## src/rtl/mem_pkg.sv

```systemverilog
// Shared definitions for the MEM-stage load/store unit: access sizes, FSM states,
// and the alignment rule used to raise Misalign_M.
package mem_pkg;

    localparam logic [1:0] SZ_BYTE = 2'b00;
    localparam logic [1:0] SZ_HALF = 2'b01;
    localparam logic [1:0] SZ_WORD = 2'b10;

    typedef enum logic [1:0] {
        ST_IDLE = 2'b00,
        ST_REQ  = 2'b01,
        ST_DONE = 2'b10
    } lsu_state_e;

    // Size 11 has no legal encoding, so it is reported as misaligned.
    function automatic logic is_misaligned(input logic [1:0] size, input logic [1:0] addr_lo);
        case (size)
            SZ_BYTE: return 1'b0;
            SZ_HALF: return addr_lo[0];
            SZ_WORD: return addr_lo != 2'b00;
            default: return 1'b1;
        endcase
    endfunction

endpackage

```

## src/rtl/lsu_align.sv

```systemverilog
// Byte-lane steering: store mode gives byte enables and lane-replicated data,
// load mode shifts the addressed lane down and sign/zero-extends it.
module lsu_align
    import mem_pkg::*;
(
    input  logic [1:0]  size,
    input  logic        uns,
    input  logic [1:0]  addr_lo,
    input  logic        is_load,
    input  logic [31:0] din,
    output logic [31:0] dout,
    output logic [3:0]  be
);

    logic [31:0] lane;
    logic [31:0] rep;
    logic [31:0] ext;

    always_comb begin
        lane = din >> {addr_lo, 3'b000};
        be   = 4'b1111;
        rep  = din;
        ext  = lane;
        case (size)
            SZ_BYTE: begin
                be  = 4'b0001 << addr_lo;
                rep = {4{din[7:0]}};
                ext = {{24{~uns & lane[7]}}, lane[7:0]};
            end
            SZ_HALF: begin
                be  = addr_lo[1] ? 4'b1100 : 4'b0011;
                rep = {2{din[15:0]}};
                ext = {{16{~uns & lane[15]}}, lane[15:0]};
            end
            default: begin
                be  = 4'b1111;
                rep = din;
                ext = lane;
            end
        endcase
        dout = is_load ? ext : rep;
    end

endmodule

```

## src/rtl/mem_stage_lsu.sv

```systemverilog
// MEM-stage load/store unit: turns the EX/MEM operands into one handshaked
// data-memory transaction and stalls the pipeline until its result is ready.
module mem_stage_lsu
    import mem_pkg::*;
(
    input  logic        clk,
    input  logic        rst,
    input  logic        Mem_Read_M,
    input  logic        Mem_Write_M,
    input  logic [1:0]  Mem_Size_M,
    input  logic        Mem_Unsigned_M,
    input  logic [31:0] ALU_Out_M,
    input  logic [31:0] Write_Data_M,
    output logic [31:0] Mem_Read_Data_M,
    output logic        Stall_M,
    output logic        Misalign_M,
    output logic        dmem_req,
    output logic        dmem_we,
    output logic [31:0] dmem_addr,
    output logic [3:0]  dmem_be,
    output logic [31:0] dmem_wdata,
    input  logic        dmem_ready,
    input  logic [31:0] dmem_rdata,
    output logic [1:0]  lsu_state_dbg
);

    // Handshake: dmem_req rises the cycle after an aligned op is seen and every
    // bus output stays frozen until the first cycle dmem_ready=1 while in REQ.
    lsu_state_e  state_q, state_d;
    logic        req_q, req_d;
    logic        we_q, we_d;
    logic [31:0] addr_q, addr_d;
    logic [3:0]  be_q, be_d;
    logic [31:0] wdata_q, wdata_d;
    logic [1:0]  lane_q, lane_d;
    logic [1:0]  size_q, size_d;
    logic        uns_q, uns_d;
    logic [31:0] data_q, data_d;

    logic        op;
    logic        bad;
    logic [3:0]  st_be;
    logic [31:0] st_wdata;
    logic [31:0] ld_data;
    logic [3:0]  ld_be_unused;

    assign op  = Mem_Read_M | Mem_Write_M;
    assign bad = is_misaligned(Mem_Size_M, ALU_Out_M[1:0]);

    lsu_align u_store (
        .size    (Mem_Size_M),
        .uns     (Mem_Unsigned_M),
        .addr_lo (ALU_Out_M[1:0]),
        .is_load (1'b0),
        .din     (Write_Data_M),
        .dout    (st_wdata),
        .be      (st_be)
    );

    // Extraction uses the controls captured at issue, not the live EX/MEM values.
    lsu_align u_load (
        .size    (size_q),
        .uns     (uns_q),
        .addr_lo (lane_q),
        .is_load (1'b1),
        .din     (dmem_rdata),
        .dout    (ld_data),
        .be      (ld_be_unused)
    );

    always_comb begin
        state_d = state_q;
        req_d   = req_q;
        we_d    = we_q;
        addr_d  = addr_q;
        be_d    = be_q;
        wdata_d = wdata_q;
        lane_d  = lane_q;
        size_d  = size_q;
        uns_d   = uns_q;
        data_d  = data_q;
        case (state_q)
            ST_IDLE: begin
                if (op && !bad) begin
                    state_d = ST_REQ;
                    req_d   = 1'b1;
                    we_d    = Mem_Write_M;
                    addr_d  = {ALU_Out_M[31:2], 2'b00};
                    be_d    = st_be;
                    wdata_d = st_wdata;
                    lane_d  = ALU_Out_M[1:0];
                    size_d  = Mem_Size_M;
                    uns_d   = Mem_Unsigned_M;
                end
            end
            ST_REQ: begin
                if (dmem_ready) begin
                    state_d = ST_DONE;
                    req_d   = 1'b0;
                    data_d  = we_q ? 32'h0 : ld_data;
                end
            end
            ST_DONE: state_d = ST_IDLE;
            default: state_d = ST_IDLE;
        endcase
    end

    always_ff @(posedge clk or negedge rst) begin
        if (!rst) begin
            state_q <= ST_IDLE;
            req_q   <= 1'b0;
            we_q    <= 1'b0;
            addr_q  <= 32'h0;
            be_q    <= 4'h0;
            wdata_q <= 32'h0;
            lane_q  <= 2'b00;
            size_q  <= SZ_BYTE;
            uns_q   <= 1'b0;
            data_q  <= 32'h0;
        end else begin
            state_q <= state_d;
            req_q   <= req_d;
            we_q    <= we_d;
            addr_q  <= addr_d;
            be_q    <= be_d;
            wdata_q <= wdata_d;
            lane_q  <= lane_d;
            size_q  <= size_d;
            uns_q   <= uns_d;
            data_q  <= data_d;
        end
    end

    always_comb begin
        Stall_M         = 1'b0;
        Misalign_M      = 1'b0;
        Mem_Read_Data_M = 32'h0;
        case (state_q)
            ST_IDLE: begin
                Stall_M    = op & ~bad;
                Misalign_M = op & bad;
            end
            ST_REQ:  Stall_M = 1'b1;
            ST_DONE: Mem_Read_Data_M = data_q;
            default: Stall_M = 1'b0;
        endcase
    end

    assign dmem_req      = req_q;
    assign dmem_we       = we_q;
    assign dmem_addr     = addr_q;
    assign dmem_be       = be_q;
    assign dmem_wdata    = wdata_q;
    assign lsu_state_dbg = state_q;

endmodule

```

## config.mk

```make
export PLATFORM = sky130hd
export DESIGN_NAME = mem_stage_lsu
export DESIGN_NICKNAME = d
export VERILOG_FILES = /design/src/rtl/mem_pkg.sv /design/src/rtl/lsu_align.sv /design/src/rtl/mem_stage_lsu.sv
export SDC_FILE = /design/constraint.sdc
export NUM_CORES = 1
export LEC_CHECK = 0
export ABC_AREA = 0
export CORE_MARGIN = 2
export CORE_UTILIZATION = 35
export CTS_CLUSTER_SIZE = 28
export DETAILED_ROUTE_END_ITERATION = 8
export GPL_ROUTABILITY_DRIVEN = 0
export PLACE_DENSITY = 0.67
export SYNTH_ARGS = -nofsm -noshare
export SYNTH_HDL_FRONTEND = slang
export SYNTH_SLANG_ARGS = --single-unit
```

## constraint.sdc

```tcl
create_clock -name clk -period 5.3 [get_ports clk]
set_input_delay 0.795 -clock clk [delete_from_list [all_inputs] [get_ports clk]]
set_output_delay 0.795 -clock clk [all_outputs]
set_load 0.005 [all_outputs]
```

==> Yosys cells after proc, flatten, opt, wreduce, memory -nomap -nowiden <==
Cells that the tools add are included.
{ "word_totals": {"ff_bits": 107, "input_bits": 104, "out_inout_bits": 106} }
{ "op_classes": {"n_eq_ne": 7, "shift": 2, "mux": 15, "bitwise_logic": 7, "n_reduce_logical": 11} }
{ "op_table": {"columns": ["cell", "count"], "rows": [
  ["32-bit one-hot mux with 2 select lines", 2],
  ["32-bit two-way mux", 2],
  ["32-bit by 5-bit >> shifter with 32-bit output", 1],
  ["4-bit one-hot mux with 2 select lines", 1],
  ["2-bit by 1-bit equality test with 1-bit output (second input constant)", 3],
  ["2-bit zero test", 3],
  ["2-bit AND reduction", 3],
  ["1-bit bitwise AND", 4],
  ["2-bit equality test (second input constant)", 2],
  ["2-bit two-way mux", 2],
  ["4-bit two-way mux", 1],
  ["2-bit != test (second input constant)", 2],
  ["1-bit one-hot mux with 2 select lines", 2],
  ["2-bit one-hot mux with 2 select lines", 1],
  ["2-bit nonzero test", 2],
  ["1-bit by 2-bit left shift with 4-bit output (first input constant)", 1],
  ["1-bit two-way mux", 3],
  ["1-bit one-hot mux with 3 select lines", 1],
  ["3-bit AND reduction", 1],
  ["1-bit inverter", 2],
  ["1-bit logical AND", 1],
  ["1-bit zero test", 1],
  ["1-bit bitwise OR", 1]
]} }

==> Depth between registers and ports, before layout <==
{ "logic_depth": {"ltp_word": 6, "ltp_mapped": 7} }

==> Modules after synthesis <==
Synthesis repeated with hierarchy kept, for this count alone.
{ "unflattened": {"hier_cells": 736, "area_unflattened_um2": 7243.2} }
{ "by_module_without_submodules": {"columns": ["module", "instances", "cells_per_inst", "area_per_inst_um2", "seq_area_each_um2"], "rows": [
  ["mem_stage_lsu", 1, 346, 4578.1, 2677.6],
  ["lsu_align", 2, 195, 1332.5, 0.0]
]} }

==> Worst setup path after synthesis <==
Ideal clock, no wire load.
{ "synth_timing": {"path_kind": "input port to output port", "startpoint": "in Mem_Size_M[1]", "endpoint": "out Stall_M", "arrival_time_ns": 1.511, "path_slack_ns": 2.994, "stages": 5, "path_buffers": 1, "path_cell_list": "clkbuf_1 -> a21oi_1 -> or2_2 -> a21oi_1 -> nor2_1"} }
{ "synth_between": {"elab_chain_len": 5} }
{ "synth_lines": {"columns": ["item", "line_no", "source"], "rows": [
  ["from (decl)", "mem_stage_lsu.sv:10", "input logic [1:0] Mem_Size_M,"],
  ["2-bit equality test, or another cell as far along", "mem_pkg.sv:17", "case (size)"],
  ["1-bit one-hot mux with 3 select lines *", "mem_pkg.sv:17", null],
  ["1-bit inverter *", "mem_stage_lsu.sv:140", "Stall_M = op & ~bad;"],
  ["1-bit bitwise AND *", "mem_stage_lsu.sv:140", null],
  ["1-bit one-hot mux with 2 select lines *", "mem_stage_lsu.sv:138", "case (state_q)"],
  ["to (decl)", "mem_stage_lsu.sv:15", "output logic Stall_M,"]
]} }
Mark *: on every way between the ends. The rest lies on a longest branch, timed or not.

==> Worst setup path after layout <==
{ "layout_timing": {"startpoint": "in Mem_Size_M[0]", "endpoint": "out Stall_M"} }
Same word-level chain as after synthesis.

==> reports/qor.yml <==
final_layout:
  stdcell_area_um2: 7650
  fillers: 1288
  final_cells: 841
  drive_gt1_share_pct: 12.6
  area_growth_pct: 47.7
  finish.net_count: 756
  utilization_pct: 52.9
  antenna_cells: 0
pwr:
  internal_power_mw: 2.29
  p_clk_share_pct: 20.0
  vdd_ir_drop_max_v: 0.000201
  switching_power_mw: 0.985
  power.density_nw_per_um2: 428
  switching_share_pct: 30.1
  p_comb_share_pct: 39.6
  p_seq_share_pct: 40.3
  finalPower_mw: 3.27
  p_leak_nw: 3.23
global_routing:
  grtUsageTotal_pct: 18.7
  grt_pass1_vias: 4429
  grt_max_degree: 89
  grt_overflow: 0
  grt_antenna_before_repair: 0
  grt_pass1_wl_mm: 23.5
worst_hold_path:
  holdPathEnd: "dmem_wdata[11]"
  min_from: "dmem_wdata[11]"
  hold_path_class: "reg -> reg"
  hold_depth: 2
worst_setup_path:
  worst_ep_required_time_ps: 4510
  cp_top_family: "buffers and inverters"
  r2r-start: "lsu_state_dbg[1]"
  end_kind: "primary output"
  cp_max_fo: 15
  worst_path_largest_cell_delay_ps: 460
  r2r_setup_slack_ps: 2830
  path_buf_inv: 3
  arrival_ps: 2590
  timing.rr.end: "data_q[27]"
  crit_slowest_cell: "clkdlybuf4s50_1"
  path_class: "in -> out"
  worstRegToRegCells: 4
  cp_cell_sequence: "clkdlybuf4s50_1 > buf_4 > a21oi_1 > or2_2 > a21oi_1 > nor2_1 > clkdlybuf4s50_1"
  start_kind: "primary input"
placed_design:
  portBuffers: 207
  dp_cells: 825
  dpl_worst_slack_ps: 1910
  placed_area_um2: 7360
  post-dp-hpwl_mm: 10.8
floorplanning:
  dieArea_um2: 15800
  die_h_um: 126
  rows: 44
  core_um2: 14500
  ios: 210
  start_util_pct: 35.8
  fp.dieW_um: 126
routing:
  routed_wl_mm: 14.7
  drc: 0
  postRouteAntennaNets: 0
  wl_per_cell_um: 17.5
  vias_per_cell: 5.03
  via_count: 4228
  drt-initial-drc-count: 145
  drt-pass1-iter-count: 4
synth:
  synth_warnings: 0
  syn-cell-area_um2: 5180
  ys_ff_latch: 107
  synth_cells: 462
  post_synth.cell_area_avg_um2: 11.2
  synthDistinctLibCells: 34
  ys_seq_area_share_pct: 51.7
clock_network:
  cts-resized-gates: 0
  tritoncts: "yes"
  htree_num_levels: 3
  cts_buffers: 9
  clock_path_buffers: 2
  holdBufCountCts: 0
  clock-sinks: 107
  clk_pin_slew_ps: 70
  clock_latency_ps: 350
  cts-root-buf: "clkbuf_16"
  cts_setup_buffers: 0
sta:
  hold-worst-slack_ps: 481
  setup-tns-final_ps: 0
  max_slew.worst_pin.slew_ps: 1030
  rsz0062_at_grt: "false"
  setup_ws_ps: 1920
  drv_slew: 0
  finalHoldViolCount: 0
  fin_crit_sh_pct: 63.8
  timing.slew.headroom_pct: 31.0
  setup_viol: 0
  finalClockSkew_ps: 9.89
  clock.fmax_ghz: 0.296
  min_period_ps: 3380
status:
  status: "complete, no violations"
run:
  drv_cap: 0
layout by cell type, fill, tap and decap left out, types with 2 or more instances in the layout:
| master | synthesis | final |
|---|---|---|
| nand2_1 | 49 | 49 |
| o21ai_0 | 53 | 53 |
| conb_1 | 1 | 2 |
| nand3b_1 | 10 | 10 |
| nor2_1 | 12 | 12 |
| nor2b_1 | 3 | 3 |
| a221o_1 | 16 | 16 |
| o211ai_1 | 2 | 2 |
| inv_1 | 2 | 2 |
| nor3b_2 | 2 | 2 |
| a22o_1 | 8 | 8 |
| clkbuf_8 | 0 | 3 |
| mux4_2 | 2 | 2 |
| and2_1 | 33 | 33 |
| clkbuf_16 | 0 | 9 |
| buf_4 | 3 | 8 |
| a21oi_1 | 18 | 18 |
| mux2_2 | 51 | 51 |
| o311ai_0 | 2 | 2 |
| clkdlybuf4s50_1 | 0 | 206 |
| nor3_1 | 3 | 3 |
| or2_2 | 3 | 3 |
| dfrtp_1 | 107 | 107 |
| mux2i_1 | 40 | 40 |
registers in the layout, summed over array words and instances (netlist names):
register and flops:
data_q 32, lsu_state_dbg 2, lane_q 2, size_q 2, dmem_wdata 32, dmem_req 1, dmem_be 4, dmem_we 1
uns_q 1, dmem_addr 30
worst register-to-register path: cells and delay by family, from the launching register on:
kind / cells / cell delay [ps]
AOI/OAI and AO/OA: 1 / 260
and+or+nand+nor: 3 / 1690
DFF: 1 / 450
worst max path at each step:
| stage | startpoint | to | slack [ps] | depth (start not counted) |
|---|---|---|---|---|
| CTS | Mem_Size_M[0] | Stall_M | 1910 | 7 |
| global placement | Mem_Size_M[0] | Stall_M | 1960 | 7 |
| floorplan | Mem_Size_M[1] | Stall_M | 2990 | 5 |
| detailed placement | Mem_Size_M[0] | Stall_M | 1910 | 7 |
| finish | Mem_Size_M[0] | Stall_M | 1920 | 7 |
| global route | Mem_Size_M[0] | Stall_M | 1840 | 7 |
synthesized netlist by cell type (all sizes together):
master   count  area (um^2)
mux4         2         45.0
buf         21          136
nand3        1         5.00
mux2i       40          400
conb         1         3.75
mux2        51          574
o211a        1         17.5
or2          3         18.8
a211oi       1         7.51
nor2        12         45.0
inv          2         7.51
nand2b       1         6.26
nor3b        2         25.0
o211ai       2         15.0
o311ai       2         17.5
clkbuf      16         61.3
a22o         8         70.1
nand3b      10         75.1
xor2         1         8.76
and3         1         6.26
nand4bb      1         11.3
nand2       49          184
a21oi       18         90.1
and2        33          206
o21ai       53          265
a22oi        1         7.51
a221o       16          160
nor3         3         15.0
nor2b        3         18.8
dfrtp      107         2680
area by class of cell:
| type | count | area (um^2) | share of cell area, % |
|---|---|---|---|
| multi-input combinational | 317 | 2300 | 30.1 |
| inverter | 2 | 7.51 | 0.0981 |
| tap | 184 | 230 | 3.01 |
| timing repair buffer | 215 | 2140 | 28.0 |
| sequential | 107 | 2680 | 35.0 |
| clock inverter | 3 | 21.3 | 0.278 |
| clock buffer | 13 | 270 | 3.53 |
metal layers:
layer	GRT usage, %	vias to the layer above	wire, um
met5	0	-	0
met4	5.49	0	234
met3	7.48	16	1320
met2	29.5	163	6880
met1	23.7	2037	6310
li1	-	2012	-
cell families (layout without fill, tap and decap cells):
kind of cell / count (synthesis) / in the layout / share of synthesized area, %
AOI/OAI and AO/OA: 102 / 102 / 12.6
buffers and inverters: 39 / 233 / 3.96
xor gates and xnor gates: 1 / 1 / 0.169
and+or+nand+nor: 119 / 119 / 11.9
muxes: 93 / 93 / 19.7
DFF: 107 / 107 / 51.7
other: 1 / 2 / 0.0724
power groups by stage:
stage / registers, mW / clock network [mW] / logic [mW]
floorplan: 1.31 / 0 / 0.603
global placement: 1.32 / 0 / 1.29
detailed placement: 1.33 / 0 / 1.31
CTS: 1.32 / 0.674 / 1.32
global route: 1.36 / 0.711 / 1.41
finish: 1.32 / 0.655 / 1.30
Note: power is estimated with default switching activity, not from simulation.
